==> config.mk <==
export PLATFORM = sky130hd
export DESIGN_NAME = hls_ctrl_regs
export DESIGN_NICKNAME = d
export VERILOG_FILES = /design/src/rtl/hls_ctrl_pkg.sv /design/src/rtl/hls_ctrl_regs_arg.sv /design/src/rtl/hls_ctrl_regs.sv
export SDC_FILE = /design/constraint.sdc
export NUM_CORES = 1
export LEC_CHECK = 0
export CAP_MARGIN = 0
export CORE_UTILIZATION = 33
export CTS_CLUSTER_DIAMETER = 80
export DETAILED_ROUTE_END_ITERATION = 10
export PLACE_DENSITY = 0.73
export SYNTH_ARGS = -nofsm -noshare
export SYNTH_HDL_FRONTEND = slang
export SYNTH_HIERARCHICAL = 1
export SYNTH_SLANG_ARGS = --single-unit
==> constraint.sdc <==
create_clock -name ap_clk -period 2.1 [get_ports ap_clk]
set_input_delay 0.42 -clock ap_clk [delete_from_list [all_inputs] [get_ports ap_clk]]
set_output_delay 0.42 -clock ap_clk [all_outputs]
set_load 0.01 [all_outputs]
==> src/rtl/hls_ctrl_pkg.sv <==
// Shared register map, control/interrupt bit positions and AXI4-Lite FSM
// state encodings for the hls_ctrl_regs control slave.
package hls_ctrl_pkg;

    // Register index = addr[7:3]; each register occupies one 64-bit slot
    localparam int          REG_IDX_W = 5;
    localparam logic [4:0]  IDX_CTRL  = 5'd0;   // 0x00
    localparam logic [4:0]  IDX_GIE   = 5'd1;   // 0x08
    localparam logic [4:0]  IDX_IER   = 5'd2;   // 0x10
    localparam logic [4:0]  IDX_ISR   = 5'd3;   // 0x18
    localparam logic [4:0]  IDX_ARG0  = 5'd4;   // 0x20 + 8*i
    localparam int          MAX_ARGS  = 28;

    // CTRL register bit positions
    localparam int CTRL_START = 0;
    localparam int CTRL_DONE  = 1;
    localparam int CTRL_IDLE  = 2;
    localparam int CTRL_READY = 3;
    localparam int CTRL_AUTO  = 7;

    // IER / ISR bit positions
    localparam int IRQ_DONE  = 0;
    localparam int IRQ_READY = 1;

    typedef enum logic [1:0] {
        W_ADDR = 2'd0,
        W_DATA = 2'd1,
        W_RESP = 2'd2
    } wr_state_e;

    typedef enum logic {
        R_ADDR = 1'b0,
        R_DATA = 1'b1
    } rd_state_e;

    // Register index selected by a control-bus address
    function automatic logic [REG_IDX_W-1:0] reg_idx(input logic [7:0] addr_lo);
        return addr_lo[7:3];
    endfunction

endpackage

==> src/rtl/hls_ctrl_regs_arg.sv <==
// One 64-bit argument register with per-byte write strobes.
module hls_ctrl_regs_arg #(
    parameter int DATA_WIDTH = 64
) (
    input  logic                    ap_clk,
    input  logic                    ap_rst_n,
    input  logic                    we,
    input  logic [DATA_WIDTH/8-1:0] wstrb,
    input  logic [DATA_WIDTH-1:0]   wdata,
    output logic [DATA_WIDTH-1:0]   q
);

    localparam int STRB_W = DATA_WIDTH / 8;

    // Merge the strobed bytes of a committed write into the register
    always_ff @(posedge ap_clk or negedge ap_rst_n) begin
        if (!ap_rst_n) begin
            q <= '0;
        end else if (we) begin
            for (int b = 0; b < STRB_W; b++) begin
                if (wstrb[b]) q[b*8 +: 8] <= wdata[b*8 +: 8];
            end
        end
    end

endmodule

==> src/rtl/hls_ctrl_regs.sv <==
// AXI4-Lite control slave with the HLS block-control programming model:
// CTRL/GIE/IER/ISR plus NUM_ARGS 64-bit argument registers.
// Independent write (AW -> W -> B) and read (AR -> R) state machines.
module hls_ctrl_regs
    import hls_ctrl_pkg::*;
#(
    parameter int ADDR_WIDTH = 32,   // must exceed 8; only addr[7:3] decoded
    parameter int DATA_WIDTH = 64,
    parameter int NUM_ARGS   = 4
) (
    input  logic                                 ap_clk,
    input  logic                                 ap_rst_n,
    input  logic                                 s_axi_control_AWVALID,
    output logic                                 s_axi_control_AWREADY,
    input  logic [ADDR_WIDTH-1:0]                s_axi_control_AWADDR,
    input  logic                                 s_axi_control_WVALID,
    output logic                                 s_axi_control_WREADY,
    input  logic [DATA_WIDTH-1:0]                s_axi_control_WDATA,
    input  logic [DATA_WIDTH/8-1:0]              s_axi_control_WSTRB,
    output logic                                 s_axi_control_BVALID,
    input  logic                                 s_axi_control_BREADY,
    output logic [1:0]                           s_axi_control_BRESP,
    input  logic                                 s_axi_control_ARVALID,
    output logic                                 s_axi_control_ARREADY,
    input  logic [ADDR_WIDTH-1:0]                s_axi_control_ARADDR,
    output logic                                 s_axi_control_RVALID,
    input  logic                                 s_axi_control_RREADY,
    output logic [DATA_WIDTH-1:0]                s_axi_control_RDATA,
    output logic [1:0]                           s_axi_control_RRESP,
    output logic                                 ap_start,
    input  logic                                 ap_done,
    input  logic                                 ap_ready,
    input  logic                                 ap_idle,
    output logic [NUM_ARGS-1:0][DATA_WIDTH-1:0]  args,
    output logic                                 interrupt
);

    localparam int STRB_W = DATA_WIDTH / 8;

    wr_state_e             wstate, wstate_nxt;
    rd_state_e             rstate, rstate_nxt;
    logic                  rst_done;
    logic [REG_IDX_W-1:0]  waddr_idx;
    logic [REG_IDX_W-1:0]  raddr_idx;
    logic                  aw_hs, w_hs, b_hs, ar_hs, r_hs;
    logic                  wr_ctrl, wr_gie, wr_ier, wr_isr;
    logic                  rd_ctrl;
    logic [NUM_ARGS-1:0]   arg_we;
    logic [DATA_WIDTH-1:0] rd_mux;

    logic                  auto_restart_q;
    logic                  done_q;
    logic                  gie_q;
    logic [1:0]            ier_q;
    logic [1:0]            isr_q;
    logic [1:0]            irq_evt;
    logic [1:0]            isr_tgl;

    // Address bits outside [7:3] are deliberately ignored (aliasing)
    logic unused_addr_bits;
    assign unused_addr_bits = ^{s_axi_control_AWADDR[ADDR_WIDTH-1:8], s_axi_control_AWADDR[2:0],
                                s_axi_control_ARADDR[ADDR_WIDTH-1:8], s_axi_control_ARADDR[2:0]};

    assign aw_hs = s_axi_control_AWVALID && s_axi_control_AWREADY;
    assign w_hs  = s_axi_control_WVALID  && s_axi_control_WREADY;
    assign b_hs  = s_axi_control_BVALID  && s_axi_control_BREADY;
    assign ar_hs = s_axi_control_ARVALID && s_axi_control_ARREADY;
    assign r_hs  = s_axi_control_RVALID  && s_axi_control_RREADY;

    assign raddr_idx = reg_idx(s_axi_control_ARADDR[7:0]);

    assign s_axi_control_BRESP = 2'b00;
    assign s_axi_control_RRESP = 2'b00;

    // Hold address-channel ready low until the first edge after reset release
    always_ff @(posedge ap_clk or negedge ap_rst_n) begin
        if (!ap_rst_n) rst_done <= 1'b0;
        else           rst_done <= 1'b1;
    end

    // ------------------------------------------------------------------
    // Write channel
    // ------------------------------------------------------------------

    // Write FSM state register
    always_ff @(posedge ap_clk or negedge ap_rst_n) begin
        if (!ap_rst_n) wstate <= W_ADDR;
        else           wstate <= wstate_nxt;
    end

    // Write FSM next state: address, then data, then response
    always_comb begin
        wstate_nxt = wstate;
        case (wstate)
            W_ADDR:  if (aw_hs) wstate_nxt = W_DATA;
            W_DATA:  if (w_hs)  wstate_nxt = W_RESP;
            W_RESP:  if (b_hs)  wstate_nxt = W_ADDR;
            default:            wstate_nxt = W_ADDR;
        endcase
    end

    // Write FSM outputs: one channel ready per state
    always_comb begin
        s_axi_control_AWREADY = 1'b0;
        s_axi_control_WREADY  = 1'b0;
        s_axi_control_BVALID  = 1'b0;
        case (wstate)
            W_ADDR:  s_axi_control_AWREADY = rst_done;
            W_DATA:  s_axi_control_WREADY  = 1'b1;
            W_RESP:  s_axi_control_BVALID  = 1'b1;
            default: ;
        endcase
    end

    // Latch the register index of the accepted write address
    always_ff @(posedge ap_clk or negedge ap_rst_n) begin
        if (!ap_rst_n)  waddr_idx <= '0;
        else if (aw_hs) waddr_idx <= reg_idx(s_axi_control_AWADDR[7:0]);
    end

    // Control registers only look at the low byte lane
    assign wr_ctrl = w_hs && s_axi_control_WSTRB[0] && (waddr_idx == IDX_CTRL);
    assign wr_gie  = w_hs && s_axi_control_WSTRB[0] && (waddr_idx == IDX_GIE);
    assign wr_ier  = w_hs && s_axi_control_WSTRB[0] && (waddr_idx == IDX_IER);
    assign wr_isr  = w_hs && s_axi_control_WSTRB[0] && (waddr_idx == IDX_ISR);

    // Argument registers, one instance per slot
    for (genvar i = 0; i < NUM_ARGS; i++) begin : g_arg
        assign arg_we[i] = w_hs && (waddr_idx == REG_IDX_W'(IDX_ARG0 + i));

        hls_ctrl_regs_arg #(
            .DATA_WIDTH (DATA_WIDTH)
        ) u_arg (
            .ap_clk   (ap_clk),
            .ap_rst_n (ap_rst_n),
            .we       (arg_we[i]),
            .wstrb    (s_axi_control_WSTRB),
            .wdata    (s_axi_control_WDATA),
            .q        (args[i])
        );
    end

    // ------------------------------------------------------------------
    // Read channel
    // ------------------------------------------------------------------

    // Read FSM state register
    always_ff @(posedge ap_clk or negedge ap_rst_n) begin
        if (!ap_rst_n) rstate <= R_ADDR;
        else           rstate <= rstate_nxt;
    end

    // Read FSM next state: address, then data until RREADY
    always_comb begin
        rstate_nxt = rstate;
        case (rstate)
            R_ADDR:  if (ar_hs) rstate_nxt = R_DATA;
            R_DATA:  if (r_hs)  rstate_nxt = R_ADDR;
            default:            rstate_nxt = R_ADDR;
        endcase
    end

    // Read FSM outputs
    always_comb begin
        s_axi_control_ARREADY = (rstate == R_ADDR) && rst_done;
        s_axi_control_RVALID  = (rstate == R_DATA);
    end

    // Read data mux on the incoming address; unmapped slots read zero
    always_comb begin
        rd_mux = '0;
        case (raddr_idx)
            IDX_CTRL: begin
                rd_mux[CTRL_START] = ap_start;
                rd_mux[CTRL_DONE]  = done_q;
                rd_mux[CTRL_IDLE]  = ap_idle;
                rd_mux[CTRL_READY] = ap_ready;
                rd_mux[CTRL_AUTO]  = auto_restart_q;
            end
            IDX_GIE: rd_mux[0]   = gie_q;
            IDX_IER: rd_mux[1:0] = ier_q;
            IDX_ISR: rd_mux[1:0] = isr_q;
            default: begin
                for (int i = 0; i < NUM_ARGS; i++) begin
                    if (raddr_idx == REG_IDX_W'(IDX_ARG0 + i)) rd_mux = args[i];
                end
            end
        endcase
    end

    // Capture read data at AR accept and hold it until RREADY
    always_ff @(posedge ap_clk or negedge ap_rst_n) begin
        if (!ap_rst_n)  s_axi_control_RDATA <= '0;
        else if (ar_hs) s_axi_control_RDATA <= rd_mux;
    end

    assign rd_ctrl = ar_hs && (raddr_idx == IDX_CTRL);

    // ------------------------------------------------------------------
    // Block control and interrupts
    // ------------------------------------------------------------------

    // ap_start: software sets, core ready clears unless auto-restarting
    always_ff @(posedge ap_clk or negedge ap_rst_n) begin
        if (!ap_rst_n)                              ap_start <= 1'b0;
        else if (wr_ctrl && s_axi_control_WDATA[CTRL_START]) ap_start <= 1'b1;
        else if (ap_ready && !auto_restart_q)       ap_start <= 1'b0;
    end

    // auto_restart, GIE and IER are plain software-written bits
    always_ff @(posedge ap_clk or negedge ap_rst_n) begin
        if (!ap_rst_n) begin
            auto_restart_q <= 1'b0;
            gie_q          <= 1'b0;
            ier_q          <= '0;
        end else begin
            if (wr_ctrl) auto_restart_q <= s_axi_control_WDATA[CTRL_AUTO];
            if (wr_gie)  gie_q          <= s_axi_control_WDATA[0];
            if (wr_ier)  ier_q          <= s_axi_control_WDATA[1:0];
        end
    end

    // Sticky done: a new pulse beats a concurrent clear-on-read
    always_ff @(posedge ap_clk or negedge ap_rst_n) begin
        if (!ap_rst_n)    done_q <= 1'b0;
        else if (ap_done) done_q <= 1'b1;
        else if (rd_ctrl) done_q <= 1'b0;
    end

    assign irq_evt = {ap_ready, ap_done} & ier_q;
    assign isr_tgl = wr_isr ? s_axi_control_WDATA[1:0] : 2'b00;

    // ISR: enabled events set, software writes toggle, set wins a collision
    always_ff @(posedge ap_clk or negedge ap_rst_n) begin
        if (!ap_rst_n) isr_q <= '0;
        else           isr_q <= irq_evt | (isr_q ^ isr_tgl);
    end

    // Registered level interrupt
    always_ff @(posedge ap_clk or negedge ap_rst_n) begin
        if (!ap_rst_n) interrupt <= 1'b0;
        else           interrupt <= gie_q & (|isr_q);
    end

endmodule
==> results_dict.tcl, run 1 <==
set metrics [dict create \
    portBuffers 418 \
    r2r-start "waddr_idx[3]" \
    start_util 0.3357 \
    cts_tree "yes" \
    outcome "completed" \
    instances_no_fill 2162 \
    dpl.cell_count 2090 \
    yosys.area.top_type "dfrtp_1" \
    tns_ps 0 \
    grt_max_degree 59 \
    dpl.hpwl_um 34930 \
    finalHoldViolCount 0 \
    synth_top_family_by_area "multiplexers" \
    min_period_ps 2026 \
    antenna_found_initial 2 \
    wire_per_inst_um 23.10 \
    worstHoldStart "s_axi_control_ARADDR[3]" \
    critPathLaunchType "flop" \
    path_clk_slew_ps 60 \
    core-area_mm2 0.04317 \
    htreeDepth 2 \
    grt-ovfl-total 0 \
    synth_top_area_frac 0.5836 \
    fp.dieArea_mm2 0.04476 \
    synthAdderAreaFrac 0 \
    max_cap_violations 0 \
    path_class "reg2reg" \
    drt_first_pass_iters 4 \
    fin_worst_skew_ps 11.83 \
    post-route-period-util 0.9647 \
    synth_cell_type_count 49 \
    gr-usage-all-layers 0.2223 \
    pin_count 477 \
    synth_cells 1090 \
    irDropWorstVdd_mv 0.6544 \
    numClockSinks 338 \
    rsz0062_at_grt "true" \
    syn_avg_cell_area_um2 13.30 \
    worstPathRequired_ps 2510 \
    holdPathEnd "s_axi_control_RDATA[1]" \
    clk_latency_ps 540 \
    p_per_area_mw_per_mm2 891.7 \
    num_vias 11328 \
    reg2reg_slack_ps 70 \
    arrival_ps 2440 \
    endpoint_kind "flop" \
    grt_pass1_wl_um 75000 \
    timing.final.max_slew_violations 0 \
    first_iter_violations 628 \
    ys_seq_area_frac 0.5836 \
    grt_pass1_vias 12105 \
    drt_wl_total_um 49940 \
    whs_path_depth 3 \
    reg2reg_depth 9 \
    globalplace.congestion 0.8843 \
    synth_ff_type "dfrtp_1" \
    max_freq_mhz 493.6 \
    holdWs_ps 383.7 \
    ant_nets 0 \
    drive_gt1_frac 0.2825 \
    finalSetupViolCount 0 \
    cts_buffers 37 \
    r2r-end "g_arg[1].u_arg/q[31]" \
    fin_util 0.4899 \
    ys_seq_elements 338 \
    via_per_inst 5.240 \
    synth_area_leaders "dfrtp_1 58%, mux2_2 21%, o21a_1 3.1%" \
    area_growth_pct 45.92 \
    clock_path_buffers 3 \
    synth_async_sr_flop_share 1.000 \
    yosys_warnings 6 \
    remaining_drc_errors 0 \
    synthesis.area_mm2 0.01449 \
    synth_enable_flop_cells 0 \
    synthSimpleGateAreaFrac 0.05559 \
    crit_fanout 8 \
    synth_compound_area_frac 0.1235 \
    fin_nets 1696 \
    clock-root-buffer "clkbuf_16" \
    cellLeakagePower_uw 0.009357 \
    synth_xor_area_frac 0.001209 \
    min_path_type "in2reg" \
    die_x_um 211.6 \
    muxShareOfSynthArea 0.2112 \
    placementRows 76 \
    fp.dieH_um 211.6 \
]
[routing by layer]
layer | wire length [um] | GRT usage | up-vias
met2 | 23900 | 0.3597 | 476
li1 | - | - | 4925
met1 | 20450 | 0.2779 | 5800
met3 | 3556 | 0.05385 | 127
met5 | 0 | 0 | -
met4 | 2038 | 0.1089 | 0
[metrics by stage]
| stage | instance area (um^2) | power [uW] | worst slack [ps] |
|---|---|---|---|
| floorplan | 14510 | 9763 | 303.7 |
| global placement | 19760 | 12560 | -519.0 |
| detailed placement | 19760 | 12670 | -532.0 |
| CTS | 21130 | 19050 | 10.87 |
| global route | 21150 | 19640 | -18.30 |
| finish | 21150 | 18860 | 74.20 |
[repair_timing]
item,4_1_cts,5_1_grt
setup endpoints to repair,199,42
hold buffers,1,0
buffers inserted,4,1
hold endpoints to repair,39,0
pin swaps,3,1
resized for setup,29,5
[power by group]
group / internal (uW) / leakage, uW / switching [uW] / total, uW
sequential: 7470 / 0.00464 / 891 / 8360
combinational: 2490 / 0.00414 / 1750 / 4240
clock: 3610 / 0.000573 / 2650 / 6260
[cell usage after synthesis (all sizes together), types with 3 or more instances]
master,number
nand2b,5
nand2,102
nor3,4
nor4,3
a221oi,60
inv,3
nor3b,3
o21ai,125
mux2,268
nor2,9
o311ai,3
nor2b,6
dfrtp,338
o21a,60
nand3,6
clkbuf,26
nand3b,6
buf,34
a221o,3
a21oi,3
[how the worst max path moves through the flow]
stage | startpoint | slack, ps | end
after global routing | waddr_idx[3] | -20 | g_arg[1].u_arg/q[25]
after detailed placement | s_axi_control_WVALID | -530 | g_arg[2].u_arg/q[36]
after global placement | s_axi_control_WVALID | -520 | g_arg[2].u_arg/q[32]
final | waddr_idx[3] | 70 | g_arg[1].u_arg/q[31]
after CTS | waddr_idx[3] | 10 | g_arg[1].u_arg/q[5]
after floorplan | waddr_idx[3] | 300 | g_arg[2].u_arg/q[0]
[state kept, by name (all words and copies together) (netlist names)]
signal and flops:
done_q 1, ap_start 1, s_axi_control_RVALID 1, waddr_idx 5, interrupt 1, gie_q 1, ier_q 2, auto_restart_q 1
rst_done 1, isr_q 2, g_arg.u_arg/q 256, wstate 2, s_axi_control_RDATA 64
[worst max-delay path: stages (launching register included)]
cell     delay [ps]
dfrtp_1         380
or2_4           290
nor2_4          130
nand2_4          90
nor3b_4         210
buf_4           160
buf_12          140
buf_12          120
nand2_8          70
mux2_2          290
[final cells by class]
type                    count  area, um^2
multi-input cells         692        5854
diodes                      2       5.005
well taps                 585       732.0
flip-flops and latches    338        8458
repair buffers            478        4935
clock buffers              53        1089
clock inverters            11       65.06
inverters                   3       11.26
fillers                  3860       22020
[logic make-up after synthesis]
group / after synthesis
AND/OR/NAND/NOR: 153
multiplexers: 271
other: 2
XOR/XNOR: 2
buffers and inverters: 63
flip-flops: 338
AO/OA/AOI/OAI: 261
[cells in the final DEF, fill, tap and decap left out, drive strengths merged, types with 4 or more instances in the layout]
cell type      instances
nand3b                 6
clkinv                 9
mux2                 268
nor2b                  6
clkbuf                54
o21a                  60
dfrtp                338
nand2                102
o21ai                125
nor3                   4
conb                   5
nand3                  6
clkdlybuf4s50        412
a221oi                60
buf                   61
nand2b                 5
inv                    4
nor2                   9
(Power assumes the default switching activity.)
==> run 2: changes to the inputs <==
--- a/config.mk
+++ b/config.mk
@@ -6,6 +6,7 @@
 export NUM_CORES = 1
 export LEC_CHECK = 0
 export CAP_MARGIN = 0
+export CORE_MARGIN = 8
 export CORE_UTILIZATION = 33
 export CTS_CLUSTER_DIAMETER = 80
 export DETAILED_ROUTE_END_ITERATION = 10
==> run 2 against run 1 <==
  * Die area is 14% higher
  * Global-route usage fell by 1.7 points
  * Largest power group unchanged
  * Critical endpoint is now args[2]
  * Clock skew up 7.0 ps
==> results_dict.tcl, run 2 (synthesized netlist as in run 1, its figures left out) <==
set metrics [dict create \
    outcome "completed" \
    min_path_type "in2reg" \
    num-fill-cells 3828 \
    max_cap_violations 0 \
    portBuffers 418 \
    area_growth_pct 47.87 \
    slowest_stage "clkdlybuf4s50_1" \
    r2r-start "wstate[1]" \
    fin_worst_skew_ps 18.78 \
    fin_util 0.4964 \
    placed_cell_area_mm2 0.01985 \
    drt_first_pass_iters 4 \
    crit_fanout 3 \
    timing.final.max_slew_violations 0 \
    endpoint_kind "primary output" \
    largest_register_ffs 256 \
    max_freq_mhz 499.8 \
    antenna_found_initial 3 \
    clock-root-buffer "clkbuf_16" \
    die_x_um 225.6 \
    worstMarginPinSlew_ps 634.9 \
    irDropWorstVdd_mv 0.6373 \
    cpPeakStageDelay_ps 600 \
    clock_path_buffers 3 \
    slew_headroom 0.5768 \
    path_class "reg2out" \
    cts_tree "yes" \
    reg.largest.list "g_arg.u_arg/q (256), s_axi_control_RDATA (64), waddr_idx (5)" \
    critPathLaunchType "flop" \
    layout_common_cells "410 x clkdlybuf4s50_1, 338 x dfrtp_1, 267 x mux2_2" \
    grt_pass1_vias 12398 \
    path_buf_inv 1 \
    rsz0062_at_grt "false" \
    worstPathRequired_ps 1680 \
    cts_buffers 39 \
    clk_latency_ps 550 \
    dpl.hpwl_um 38110 \
    fin_nets 1709 \
    htreeDepth 2 \
    fp.dieH_um 225.6 \
    layout_commonest_cell "clkdlybuf4s50_1" \
    gr-usage-all-layers 0.2052 \
    globalplace.congestion 0.8485 \
    fp.dieArea_mm2 0.05088 \
    via_per_inst 5.263 \
    fin_area_mm2 0.02143 \
    pin_count 477 \
    multi_input_area_mm2 0.005853 \
    first_iter_violations 657 \
    worstHoldStart "s_axi_control_ARADDR[3]" \
    wire_per_inst_um 24.72 \
    ant_nets 0 \
    dpl.cell_count 2102 \
    drt_wl_total_um 53950 \
    min_period_ps 2001 \
    numClockSinks 338 \
    arrival_ps 1580 \
    core-area_mm2 0.04317 \
    crit_chain "clkdlybuf4s50_1" \
    start_util 0.3357 \
    finalSetupViolCount 0 \
    drive_gt1_frac 0.2905 \
    seqCellArea_mm2 0.008458 \
    finalHoldViolCount 0 \
    cp_top_family "buffers and inverters" \
    placementRows 76 \
    remaining_drc_errors 0 \
    cellLeakagePower_uw 0.009609 \
    regMostFlops "g_arg.u_arg/q" \
    crit_start "g_arg[0].u_arg/q[2]" \
    p_per_area_mw_per_mm2 928.5 \
    instances_no_fill 2182 \
    grt-ovfl-total 0 \
    grt_pass1_wl_um 79950 \
    num_vias 11484 \
    grt_max_degree 68 \
    post-route-period-util 0.9527 \
    path_clk_slew_ps 60 \
]
[run 2: cell types whose count changed in the layout (fill, tap and decap cells not counted), sizes merged]
cell and delta:
buf +11, bufinv +5, clkbuf +3, dlymetal6s2s +3, clkdlybuf4s50 -2, clkinv -2
inv +2, clkinvlp -1, diode +1
[run 2: what timing repair did]
| action | 4_1_cts | 5_1_grt |
|---|---|---|
| buffers inserted | 4 | 0 |
| pin swaps | 2 | 2 |
| hold endpoints to repair | 50 | 0 |
| setup endpoints to repair | 242 | 72 |
| gates resized for setup | 26 | 8 |
| gates cloned | 0 | 0 |
| hold buffers | 1 | 0 |
[run 2: stage by stage]
| step | power [uW] | worst slack, ps | TNS [ps] | hold WS (ps) |
|---|---|---|---|---|
| finish | 19900 | 99.29 | 0 | 387.3 |
| detailed placement | 12810 | -522.9 | -108560 | 455.5 |
| CTS | 20110 | -39.09 | -328.2 | 344.8 |
| floorplan | 9763 | 303.7 | 0 | 124.4 |
| global placement | 12700 | -545.0 | -111680 | 452.7 |
| global route | 20720 | 31.77 | 0 | 406.4 |
[run 2: where the power goes]
group	switching [uW]	total [uW]	leakage, uW	internal (uW)
combinational	1820	4350	0.00429	2530
clock	2750	7170	0.000677	4430
sequential	905	8380	0.00464	7470
total	5470	19900	0.00961	14400
[run 2: final cells by class]
class / instances / area share
sequential: 338 / 0.3947
multi-input combinational: 692 / 0.2731
timing repair buffer: 489 / 0.2333
clock buffer: 57 / 0.05342
tap: 585 / 0.03415
clock inverter: 15 / 0.01051
inverter: 3 / 0.0005254
antenna: 3 / 0.0003503
[run 2: final timing paths]
| kind | endpoint | slack [ps] | cells after the start |
|---|---|---|---|
| worst max-delay path | args[2] | 100 | 1 |
| worst min-delay path | s_axi_control_RDATA[1] | 390 | 3 |
| worst max register to register | g_arg[1].u_arg/q[38] | 130 | 8 |
| worst min register to register | s_axi_control_RDATA[51] | 480 | 2 |
| max in group asynchronous | s_axi_control_RDATA[41] | 930 | 3 |
| min in group asynchronous | s_axi_control_RDATA[19] | 460 | 2 |
[run 2: per-layer routing]
layer | vias up | track usage | routed length (um)
li1 | 4976 | - | -
met4 | 0 | 0.07966 | 1813
met3 | 107 | 0.05514 | 3679
met5 | - | 0 | 0
met1 | 5960 | 0.2478 | 21860
met2 | 441 | 0.3464 | 26590
